`config.mk`:
```
export PLATFORM = sky130hd
export DESIGN_NAME = mmul_regb_ctrl
export DESIGN_NICKNAME = d
export VERILOG_FILES = /design/src/rtl/mmul_regb_ctrl.sv
export SDC_FILE = /design/constraint.sdc
export NUM_CORES = 1
export LEC_CHECK = 0
export BUFFER_PORTS_ARGS = -buffer_cell sky130_fd_sc_hd__buf_2
export CORE_UTILIZATION = 45
export CTS_BUF_LIST = sky130_fd_sc_hd__clkbuf_8 sky130_fd_sc_hd__clkbuf_16
export CTS_CLUSTER_DIAMETER = 150
export DETAILED_ROUTE_END_ITERATION = 6
export MAX_ROUTING_LAYER = met4
export PLACE_DENSITY_LB_ADDON = 0.3
export SYNTH_ARGS = -nofsm -noshare
export SYNTH_HDL_FRONTEND = slang
export SYNTH_SLANG_ARGS = --single-unit
export TNS_END_PERCENT = 5
```
`constraint.sdc`:
```
create_clock -name clk -period 3.1 [get_ports clk]
set_clock_uncertainty 0.15 [all_clocks]
set_input_delay 0.62 -clock clk [delete_from_list [all_inputs] [get_ports clk]]
set_output_delay 0.62 -clock clk [all_outputs]
set_load 0.05 [all_outputs]
```
`src/rtl/mmul_regb_ctrl.sv`:
```
// mmul_regb_ctrl
// Sequencer that drives the control port of the Montgomery-multiplier
// B-operand register (257-bit, 16-bit cyclic port, 1-bit left-shift mode).
// Host commands LOAD / SHIFT / READ are turned into we / sel_cyc / sel_ls /
// regin strobes for that register.
//
// Ports
//   clk, rst          clock, asynchronous active-high reset
//   cmd_valid/ready   command handshake (ready only in IDLE)
//   cmd_op            00 LOAD, 01 SHIFT, 10 READ, 11 no-op
//   cmd_arg           shift count for SHIFT
//   din/_valid/_ready load word stream, LS word first
//   dout/_valid/_ready read word stream, LS word first
//   busy, done        status; done pulses once per operation
//   ovf               bit 256 captured when a non-zero SHIFT completes
//   regb_*            controls to / observation from the B register
module mmul_regb_ctrl #(
    parameter int W      = 16,
    parameter int NWORDS = 16,
    parameter int CNT_W  = 9
) (
    input  logic             clk,
    input  logic             rst,
    input  logic             cmd_valid,
    output logic             cmd_ready,
    input  logic [1:0]       cmd_op,
    input  logic [CNT_W-1:0] cmd_arg,
    input  logic [W-1:0]     din,
    input  logic             din_valid,
    output logic             din_ready,
    output logic [W-1:0]     dout,
    output logic             dout_valid,
    input  logic             dout_ready,
    output logic             busy,
    output logic             done,
    output logic             ovf,
    output logic [W-1:0]     regb_regin,
    output logic             regb_we,
    output logic             regb_sel_cyc,
    output logic             regb_sel_ls,
    input  logic [W-1:0]     regb_regout,
    input  logic             regb_b256
);

    typedef enum logic [2:0] {
        S_IDLE,
        S_LOAD,
        S_SHIFT,
        S_READ,
        S_DONE
    } state_t;

    typedef struct packed {
        logic [1:0]       op;
        logic [CNT_W-1:0] arg;
    } cmd_t;

    localparam logic [1:0]       OP_LOAD   = 2'b00;
    localparam logic [1:0]       OP_SHIFT  = 2'b01;
    localparam logic [1:0]       OP_READ   = 2'b10;
    localparam logic [CNT_W-1:0] LAST_WORD = CNT_W'(NWORDS - 1);
    localparam logic [CNT_W-1:0] ONE       = CNT_W'(1);

    state_t           state;
    cmd_t             cmd_q;
    logic [CNT_W-1:0] cnt;

    // Word strobes: a word moves only when both sides agree this cycle.
    logic load_fire;
    logic read_fire;

    assign load_fire = (state == S_LOAD) && din_valid;
    assign read_fire = (state == S_READ) && dout_ready;

    always_ff @(posedge clk or posedge rst) begin
        if (rst) begin
            state <= S_IDLE;
            cmd_q <= '0;
            cnt   <= '0;
            ovf   <= 1'b0;
        end else begin
            case (state)
                S_IDLE: begin
                    if (cmd_valid) begin
                        cmd_q.op  <= cmd_op;
                        cmd_q.arg <= cmd_arg;
                        cnt       <= '0;
                        case (cmd_op)
                            OP_LOAD: begin
                                state <= S_LOAD;
                                ovf   <= 1'b0;
                            end
                            OP_SHIFT: state <= (cmd_arg == '0) ? S_DONE : S_SHIFT;
                            OP_READ:  state <= S_READ;
                            default:  state <= S_DONE;
                        endcase
                    end
                end
                S_LOAD: begin
                    if (load_fire) begin
                        cnt <= cnt + ONE;
                        if (cnt == LAST_WORD) state <= S_DONE;
                    end
                end
                S_SHIFT: begin
                    // No stall: one shift per cycle until arg shifts issued.
                    cnt <= cnt + ONE;
                    if (cnt == cmd_q.arg - ONE) state <= S_DONE;
                end
                S_READ: begin
                    if (read_fire) begin
                        cnt <= cnt + ONE;
                        if (cnt == LAST_WORD) state <= S_DONE;
                    end
                end
                S_DONE: begin
                    // The last shift lands on the edge entering DONE, so b256
                    // is settled here.
                    if (cmd_q.op == OP_SHIFT && cmd_q.arg != '0) ovf <= regb_b256;
                    state <= S_IDLE;
                end
                default: state <= S_IDLE;
            endcase
        end
    end

    // Register strobes are combinational so a word is consumed in the same
    // cycle it is offered; reset forces IDLE and therefore all-zero strobes.
    assign cmd_ready    = (state == S_IDLE);
    assign busy         = (state != S_IDLE);
    assign done         = (state == S_DONE);
    assign din_ready    = (state == S_LOAD);
    assign dout_valid   = (state == S_READ);
    assign dout         = (state == S_READ) ? regb_regout : '0;
    assign regb_regin   = (state == S_LOAD) ? din : '0;
    assign regb_we      = load_fire || read_fire || (state == S_SHIFT);
    assign regb_sel_cyc = read_fire;
    assign regb_sel_ls  = (state == S_SHIFT);

endmodule
```
# Word-level counts from Yosys, hierarchy flattened
# Cells that the tools add are included.
# totals
register_bits,24
elab_cells,56
# op_classes
add_sub_neg,2
eq_ne,15
muxes,18
reduce_logical,16
# op_table
operator,count
case mux 9 bit (4 select lines),1
2-to-1 mux 16 bit,2
2-to-1 mux 9 bit,3
2-to-1 mux 3 bit,6
case mux 3 bit (4 select lines),1
AND reduction 4 bit,3
!= test 2 x 1 -> 1 bit (second input constant),5
adder 9 x 1 -> 9 bit (second input constant),1
== test 9 x 4 -> 1 bit (second input constant),1
== test 9 bit,1
zero test 9 bit,1
case mux 3 bit (3 select lines),1
nonzero test 9 bit,1
subtractor 9 x 1 -> 9 bit (second input constant),1
== test 3 x 2 -> 1 bit (second input constant),2
== test 2 x 1 -> 1 bit (second input constant),2
nonzero test 4 bit,1
== test 3 x 1 -> 1 bit (second input constant),1
== test 3 bit (second input constant),1
logical AND 1 bit,3
zero test 3 bit,1
2-to-1 mux 1 bit,3
nonzero test 3 bit,1
== test 2 bit (second input constant),1
other kinds (6),7

# Longest topological paths before layout
# Gate-level depths: netlist of the first run.
# logic_depth
word_depth,5
depth_mapped,8
mapped_depth_nobuf,8

# Least setup slack after synthesis of the first run
# Ideal clock, no wire load.
# synth_timing
kind,register -> output
start,register state[0]
end,output port regb_regin[10]
arrival_time_ns,2.181
slack_ns,0.149
path_stages_with_launch,5
n_path_buf,2
path_cell_list,dfrtp_1 > clkbuf_1 > nor3b_1 > clkbuf_1 > and2_1
# synth_between
elab_chain_len,2
# synth_lines
item,line_no,rtl
"start, declared",64,state_t state;
"start signal, assigned",93,OP_SHIFT: state <= (cmd_arg == '0) ? S_DONE : S_SHIFT;
== test 3 x 1 -> 1 bit,-,
via din_ready,30,"output logic din_ready,"
2-to-1 mux 16 bit,135,assign regb_regin = (state == S_LOAD) ? din : '0;
"end, declared",37,"output logic [W-1:0] regb_regin,"
# The timed path passes the listed nets, and every way through them passes these cells.

# Final worst setup path of the first run
# layout_timing
start,register state[0]
end,output port regb_we
# layout_between
elab_chain_len,4
word_cells_on_any_way,7
# layout_lines
item,line_no,rtl
== test 3 x 1 -> 1 bit or == test 3 x 2 -> 1 bit (tied branches),"72, 73",
"logical AND 1 bit, on equally long branches","72, 73",
logical OR 1 bit,136,assign regb_we = load_fire || read_fire || (state == S_SHIFT);
logical OR 1 bit *,136,
"end, declared",38,"output logic regb_we,"
# Mark *: on every way between the ends. The rest lies on a longest branch, timed or not.

==> metrics.cfg, run 1 <==
[placement]
place_ws_ns = 0.577
gp_congestion = 0.825
dp_hpwl_um = 3320
port_buffers = 89

[synth]
syn_avg_cell_area_sq_um = 8.75
ys_types = 35
yosys_warnings = 0
synth_area_leaders = dfrtp_1 (36%), and2_1 (13%), mux2_2 (9.3%)
yosysSeqAreaShare_pct = 35.6
syn-num-nets = 245
synth.top_cell.area_share_pct = 35.6
ys_ff_latch = 24
yosys.area.top_type = dfrtp_1
synth_area_sq_um = 1690
netlist_instances = 193

[setup_path]
path_max_fanout = 13
arrival_ns = 1.82
cp-start-kind = register
crit_family = flip-flops
critical_path.slowest_cell = dfrtp_1
crit_required_ns = 2.33
worst-path-stages = 5
r2r_cells = 6
path_class = reg -> out
end_kind = output port
cpPeakStageDelay_ns = 0.56
path_cells = mux2_2 > o221ai_1 > buf_4 > nor2_1 > buf_2
crit_buf_inv = 2

[routing]
dr.pass1.iters = 4
avgViaCountPerCell = 5.04
drc = 0
vias = 1644
drt-initial-drc-count = 46
wire_per_inst_um = 12.7
drt_wl_total_um = 4150
drtAntennaViolNets = 0

[sta]
hold_ws_ns = 0.357
clock.fmax_mhz = 386
hold_viol_final = 0
setup_violations = 0
max_slew_margin_pct = 38.5
final-max-slew-violation-count = 0
finalWorstSetupSlack_ns = 0.507
worst_pin_slew_ns = 0.922
fin_tns_setup_ns = 0
period_needed_ns = 2.59
finalCritPeriodShare_pct = 83.6
rsz0062_at_grt = no

[pwr]
p_per_area_nw_per_um2 = 984
vdd_ir_drop_max_v = 0.000684
p_leak_nw = 1.15

[floorplanning]
dieArea_sq_um = 4000
dieWidth_um = 63.3
core_area_sq_um = 3470
initial_core_util_pct = 48.7
num_rows = 21
boundaryPins = 90
die_h_um = 63.3

[final_layout]
fill_cells = 337
final_core_util_pct = 64.5
layout_common_cells = buf_2 (89), and2_1 (34), dfrtp_1 (24)
drive_gt1_share_pct = 40.4
nNetsFinal = 333
layout_commonest_cell = buf_2
area.growth.synth_to_final_pct = 32.4
diodes = 0

[clock_network]
htreeDepth = 1
cts_buffers = 3
cts_hold_repair.buffers = 0
cts.sink_count = 24
postCtsResizedCells = 0
clockRootBuffer = clkbuf_8
clkLatencyLatePin_ns = 0.27
path_clk_slew_ns = 0.08
cts.path.max_buffers = 2
post_cts_buffers = 0
cts_tree = built

[hold_path]
hp-class = reg -> reg
whs_path_depth = 1

[run_status]
status = finished clean

[grt]
first_global_vias = 1538
grt_overflow = 0
grt_pass1_wl_um = 7080
grt_max_degree = 25
grtUsageTotal_pct = 22.5
grt_antenna_before_repair = 0

[job]
max_cap_viol_count = 0

-- kinds of logic (layout without fill, tap and decap cells) --
group | count (synthesis) | count (layout) | synth area share [%]
and+or+nand+nor | 95 | 95 | 30.7
adders and majority gates | 3 | 3 | 2.22
buffers and inverters | 17 | 104 | 3.78
AOI/OAI and AO/OA | 23 | 23 | 9.56
DFF | 24 | 24 | 35.6
xor gates and xnor gates | 17 | 17 | 8.81
muxes | 14 | 14 | 9.33
-- layer usage --
layer	routed length, um	vias up	share of wire (%)	track usage (%)
met1	1910	772	46	29.4
met3	132	2	3.2	4.35
met4	13	0	0.31	2.27
met5	0	-	0	-
li1	-	832	-	-
met2	2090	38	50	37.4
-- cell usage after synthesis --
master and count:
mux2_2 14, a32o_1 2, a31oi_1 5, o21ai_0 6
or2_2 1, buf_1 1, nand2_1 15, xor2_1 12
inv_1 8, or2b_1 1, nor3b_1 2, a21boi_0 2
or4b_2 1, o2111a_1 1, nand3b_1 4, o22ai_1 1
o31ai_1 2, dfrtp_1 24, o311ai_0 1, a221o_1 1
and3_1 1, nand4_1 2, nor2_1 19, or3_4 1
or3_1 3, a21oi_1 1, nor4_1 2, nor3_1 6
clkbuf_1 8, and2_1 34, nand3_1 2, or3b_1 1
xnor2_1 5, o221ai_1 1, ha_1 3
-- state kept, by name, summed over array words and instances (netlist names) --
signal and count:
state 3, cnt 9, ovf 1, cmd_q 11
-- final timing paths --
check / from / endpoint / slack [ns]
min in group asynchronous: rst / cmd_q[4] / 0.39
max in group asynchronous: rst / cnt[0] / 1.84
worst min register to register: ovf / ovf / 0.36
worst max register to register: cmd_q[2] / state[1] / 0.54
worst min-delay path: ovf / ovf / 0.36
worst max-delay path: state[0] / regb_we / 0.51
-- final cells by class --
class	count	area [sq um]	share of cell area (%)
multi-input combinational	152	1020	45.8
sequential	24	601	26.9
inverter	8	30.0	1.34
clock buffer	4	55.1	2.46
timing repair buffer	92	468	20.9
tap	46	57.6	2.57
-- per-stage QoR --
stage	cell area, sq um	power [mW]	cells
after floorplan	1690	1.67	193
after global placement	2180	1.96	322
after detailed placement	2180	1.99	322
after CTS	2240	2.21	326
after global routing	2240	2.35	326
final	2240	2.20	326
-- power breakdown --
group	internal (mW)	switching, mW	total [mW]
Clock	0.113	0.0996	0.213
Combinational	0.478	0.910	1.39
Sequential	0.431	0.168	0.599
Total	1.02	1.18	2.20
No activity file was read; power rests on OpenSTA's default activity.
==> run 2, diff against run 1 <==
--- a/config.mk
+++ b/config.mk
@@ -6,7 +6,7 @@
 export NUM_CORES = 1
 export LEC_CHECK = 0
 export BUFFER_PORTS_ARGS = -buffer_cell sky130_fd_sc_hd__buf_2
-export CORE_UTILIZATION = 45
+export CORE_UTILIZATION = 41
 export CTS_BUF_LIST = sky130_fd_sc_hd__clkbuf_8 sky130_fd_sc_hd__clkbuf_16
 export CTS_CLUSTER_DIAMETER = 150
 export DETAILED_ROUTE_END_ITERATION = 6
==> constraint.sdc (replaced) <==
create_clock -name clk -period 2.2 [get_ports clk]
set_clock_uncertainty 0.15 [all_clocks]
set_input_delay 0.44 -clock clk [delete_from_list [all_inputs] [get_ports clk]]
set_output_delay 0.44 -clock clk [all_outputs]
set_load 0.05 [all_outputs]
==> run 2 against run 1 <==
Effect of this change:
- core utilization decreased by 0.14 points
- via count increased by 5.8%
- critical path depth grew 1
- global-route usage decreased by 1.0 points
- worst hold slack got worse by 0.30 ns
- sequential power increased by 27%
- sequential share of layout area decreased by 2.3 points
- non-clock buffer count rose by 21
- die area up 9.4%
- sequential cell count is the same
- design area grew 9.3%
- setup slack worse by 0.72 ns
- the flow now finishes with violations (setup timing)
- critical path type is now reg -> reg
- largest power group unchanged
==> metrics.cfg, run 2 (same netlist as run 1, synthesis figures left out) <==
[sta]
hold_viol_final = 0
setup_violations = 5
finalCritPeriodShare_pct = 110
final-max-slew-violation-count = 0
worst_pin_slew_ns = 0.478
finalWorstSetupSlack_ns = -0.215
max_slew_margin_pct = 67.7
period_needed_ns = 2.42
rsz0062_at_grt = yes
clock.fmax_mhz = 414

[clock_network]
path_clk_slew_ns = 0.08
htreeDepth = 1
cts_buffers = 3
cts_hold_repair.buffers = 0
cts.path.max_buffers = 2
clkLatencyLatePin_ns = 0.26
cts.sink_count = 24
clockRootBuffer = clkbuf_8
cts_tree = built

[run_status]
status = finished, violations left
violations = setup timing

[grt]
grt_max_degree = 25
grt_antenna_before_repair = 0
grt_overflow = 0
grt_pass1_wl_um = 7000
first_global_vias = 1543
grtUsageTotal_pct = 21.5

[final_layout]
nNetsFinal = 354
final_cell_area_sq_um = 2440
drive_gt1_share_pct = 47.3
layout_common_cells = buf_2 (88), and2_1 (33), dfrtp_1 (24)
area.growth.synth_to_final_pct = 44.7
diodes = 0
final_core_util_pct = 64.3
reg.largest.list = cmd_q (11), cnt (9), state (3)
largest_register_ffs = 11
regMostFlops = cmd_q
layout_commonest_cell = buf_2
fin_cells = 348

[routing]
drtAntennaViolNets = 0
vias = 1740
dr.pass1.iters = 5
avgViaCountPerCell = 5.00
drt-initial-drc-count = 55
drc = 0
drt_wl_total_um = 4650
wire_per_inst_um = 13.4

[floorplanning]
dieArea_sq_um = 4380
num_rows = 22
dieWidth_um = 66.2
die_h_um = 66.2
boundaryPins = 90
core_area_sq_um = 3800
initial_core_util_pct = 44.5

[setup_path]
path_class = reg -> reg
cp-start-kind = register
r2r_setup_slack_ns = -0.22
crit_required_ns = 2.21
arrival_ns = 2.42
end_kind = register
path_max_fanout = 3

[placement]
dp_cells = 344
dpl-instance-area_sq_um = 2350
port_buffers = 89
gp_congestion = 0.954
dp_hpwl_um = 3640
place_ws_ns = -0.242

[pwr]
p_total_mw = 3.37
p_per_area_nw_per_um2 = 1380
p_leak_nw = 1.25
vdd_ir_drop_max_v = 0.000711

[job]
max_cap_viol_count = 0

[hold_path]
hp-class = in -> async

[run 2: area by class of cell]
| type | instances | area (sq um) |
|---|---|---|
| clock buffer | 3 | 41.3 |
| fill | 343 | 1360 |
| inverter | 8 | 33.8 |
| multi-input combinational | 152 | 1070 |
| sequential | 24 | 601 |
| tap | 48 | 60.1 |
| timing repair buffer | 113 | 641 |
[run 2: worst paths after layout]
| check | cells after the start | from | end |
|---|---|---|---|
| min in group clk | 2 | regb_b256 | ovf |
| worst max register to register | 6 | cmd_q[2] | state[1] |
| worst min-delay path | 3 | rst | cmd_q[6] |
| max in group asynchronous | 3 | rst | cnt[3] |
| worst max-delay path | 6 | cmd_q[2] | state[1] |
| worst min register to register | 1 | ovf | ovf |
[run 2: where the power goes]
group	leakage, nW	internal, mW	switching [mW]
Clock	0.0216	0.122	0.132
Sequential	0.305	0.608	0.151
Combinational	0.922	0.889	1.47
[run 2: per-stage QoR]
step                TNS [ns]  hold WS [ns]
floorplan             -11.64         0.305
global placement      -0.245         0.321
detailed placement    -0.277         0.328
CTS                   -0.336        0.0655
global route           -2.36        0.0984
finish                -0.462        0.0613
[run 2: layer usage]
layer / share of wire, % / GRT usage (%)
met1: 45 / 28.1
met3: 4.6 / 4.14
met4: 0.65 / 4.26
met2: 50 / 34.6
met5: 0 / -
[run 2: critical path, stage by stage (launching register included)]
cell     delay [ns]
dfrtp_1        0.38
or3_4          0.39
or3b_4         0.41
or3_4          0.35
a31oi_4        0.22
nand3_2        0.10
a221o_1        0.32
[run 2: repair_timing]
action,in CTS,in global routing
setup endpoints to repair,22,37
hold endpoints to repair,0,0
pin swaps,5,4
gates resized for setup,2,8
setup buffers,1,0
==> run 3, diff against run 2 <==
--- a/config.mk
+++ b/config.mk
@@ -10,8 +10,9 @@
 export CTS_BUF_LIST = sky130_fd_sc_hd__clkbuf_8 sky130_fd_sc_hd__clkbuf_16
 export CTS_CLUSTER_DIAMETER = 150
 export DETAILED_ROUTE_END_ITERATION = 6
-export MAX_ROUTING_LAYER = met4
+export HOLD_SLACK_MARGIN = 0.05
 export PLACE_DENSITY_LB_ADDON = 0.3
+export SLEW_MARGIN = 5
 export SYNTH_ARGS = -nofsm -noshare
 export SYNTH_HDL_FRONTEND = slang
 export SYNTH_SLANG_ARGS = --single-unit
==> run 3 against run 2 <==
Effect of this change:
- setup slack better by 0.0026 ns
- largest power group unchanged
- largest cell class unchanged
- core utilization rose by 0.066 points
- the run still ends with setup timing left
- sequential share of layout area barely moved
- non-clock buffer count did not move
- critical path type unchanged
==> metrics.cfg, run 3 (same netlist as run 1, synthesis figures left out) <==
[clock_network]
cts_buffers = 3
clockRootBuffer = clkbuf_8
cts.sink_count = 24
cts.path.max_buffers = 2
htreeDepth = 1
cts_tree = built
cts_hold_repair.buffers = 0
clkLatencyLatePin_ns = 0.27
path_clk_slew_ns = 0.08

[sta]
rsz0062_at_grt = yes
max_slew_margin_pct = 67.5
clock.fmax_mhz = 414
period_needed_ns = 2.41
final-max-slew-violation-count = 0
finalWorstSetupSlack_ns = -0.213
hold_viol_final = 0
setup_violations = 7
worst_pin_slew_ns = 0.481
finalCritPeriodShare_pct = 110

[run_status]
status = finished, violations left
violations = setup timing

[final_layout]
fill_cells = 342
area.growth.synth_to_final_pct = 44.8
regMostFlops = cmd_q
largest_register_ffs = 11
drive_gt1_share_pct = 47.3
reg.largest.list = cmd_q (11), cnt (9), state (3)
nNetsFinal = 354
diodes = 0
layout_commonest_cell = buf_2
layout_common_cells = buf_2 (87), and2_1 (33), dfrtp_1 (24)

[routing]
drt_wl_total_um = 4650
drtAntennaViolNets = 0
drc = 0
drt-initial-drc-count = 58
avgViaCountPerCell = 5.01
wire_per_inst_um = 13.4
dr.pass1.iters = 5
vias = 1744

[setup_path]
crit_required_ns = 2.21
cp-start-kind = register
arrival_ns = 2.42
r2r_cells = 6
path_max_fanout = 3
path_class = reg -> reg
end_kind = register

[placement]
dp_hpwl_um = 3640
port_buffers = 89
place_ws_ns = -0.242
gp_congestion = 0.937

[floorplanning]
dieWidth_um = 66.2
dieArea_sq_um = 4380
boundaryPins = 90
num_rows = 22
core_area_sq_um = 3800
initial_core_util_pct = 44.5
die_h_um = 66.2

[grt]
grt_max_degree = 25
first_global_vias = 1543
grt_antenna_before_repair = 0
grt_pass1_wl_um = 7010
grtUsageTotal_pct = 20.9
grt_overflow = 0

[pwr]
swShare_pct = 51.9
pwr-share-seq_pct = 22.4
vdd_ir_drop_max_v = 0.000711
p_leak_nw = 1.25
intPower_mw = 1.63
combPwrFrac_pct = 70.0
power.net_switching_mw = 1.76
p_per_area_nw_per_um2 = 1380
p_total_mw = 3.38
clkPwrFrac_pct = 7.6

[hold_path]
hp-class = in -> async

[job]
max_cap_viol_count = 0

run 3: cell count changes in the layout (fill, tap and decap cells not counted):
cell,before,now
buf_2,88,87
clkbuf_4,1,2
run 3: layout make-up:
cell class | count | area [sq um] | share of cell area (%)
well taps | 48 | 60.1 | 2.46
multi-input cells | 152 | 1070 | 43.6
flip-flops and latches | 24 | 601 | 24.6
repair buffers | 113 | 643 | 26.3
inverters | 8 | 33.8 | 1.38
clock buffers | 3 | 41.3 | 1.69
run 3: repair_timing:
item,CTS,global route
resized for setup,2,9
buffers inserted,1,0
pin swaps,5,4
endpoints found under the setup margin,22,38
run 3: final timing paths:
check | slack [ns] | start | to
worst max-delay path | -0.21 | cmd_q[2] | state[1]
worst min-delay path | 0.06 | rst | cmd_q[6]
worst max register to register | -0.21 | cmd_q[2] | state[1]
worst min register to register | 0.34 | ovf | ovf
max in group asynchronous | 1.60 | rst | cnt[3]
min in group clk | 0.26 | regb_b256 | ovf
run 3: power groups by stage:
| stage | logic, mW | registers (mW) | clock network, mW |
|---|---|---|---|
| final | 2.37 | 0.758 | 0.256 |
| after global routing | 2.53 | 0.784 | 0.277 |
| after CTS | 2.30 | 0.756 | 0.261 |
| after detailed placement | 2.28 | 0.764 | 0 |
| after global placement | 2.25 | 0.756 | 0 |
| after floorplan | 1.59 | 0.782 | 0 |
run 3: routing by layer:
| layer | GRT usage [%] | part of all wire [%] | up-vias |
|---|---|---|---|
| met5 | 0 | 0 | - |
| met4 | 4.26 | 0.67 | 0 |
| met3 | 4.14 | 4.8 | 4 |
| met2 | 34.6 | 50 | 54 |
| met1 | 28.1 | 45 | 811 |
| li1 | - | - | 875 |
run 3: critical path, stage by stage (launching register included):
cell,delay (ns)
dfrtp_1,0.38
or3_4,0.39
or3b_4,0.41
or3_4,0.35
a31oi_4,0.22
nand3_2,0.10
a221o_1,0.32
run 3: metrics by stage:
step / cells / TNS, ns / cell area [sq um] / hold slack [ns] / utilization [%]
2_1_floorplan: 193 / -11.64 / 1700 / 0.305 / -
3_3_place_gp: 344 / -0.245 / 2350 / 0.321 / 61.9
3_5_place_dp: 344 / -0.277 / 2350 / 0.328 / 61.9
4_1_cts: 348 / -0.336 / 2400 / 0.0655 / 63.3
5_1_grt: 348 / -2.35 / 2450 / 0.0982 / 64.4
6_report: 348 / -0.467 / 2450 / 0.0585 / 64.4
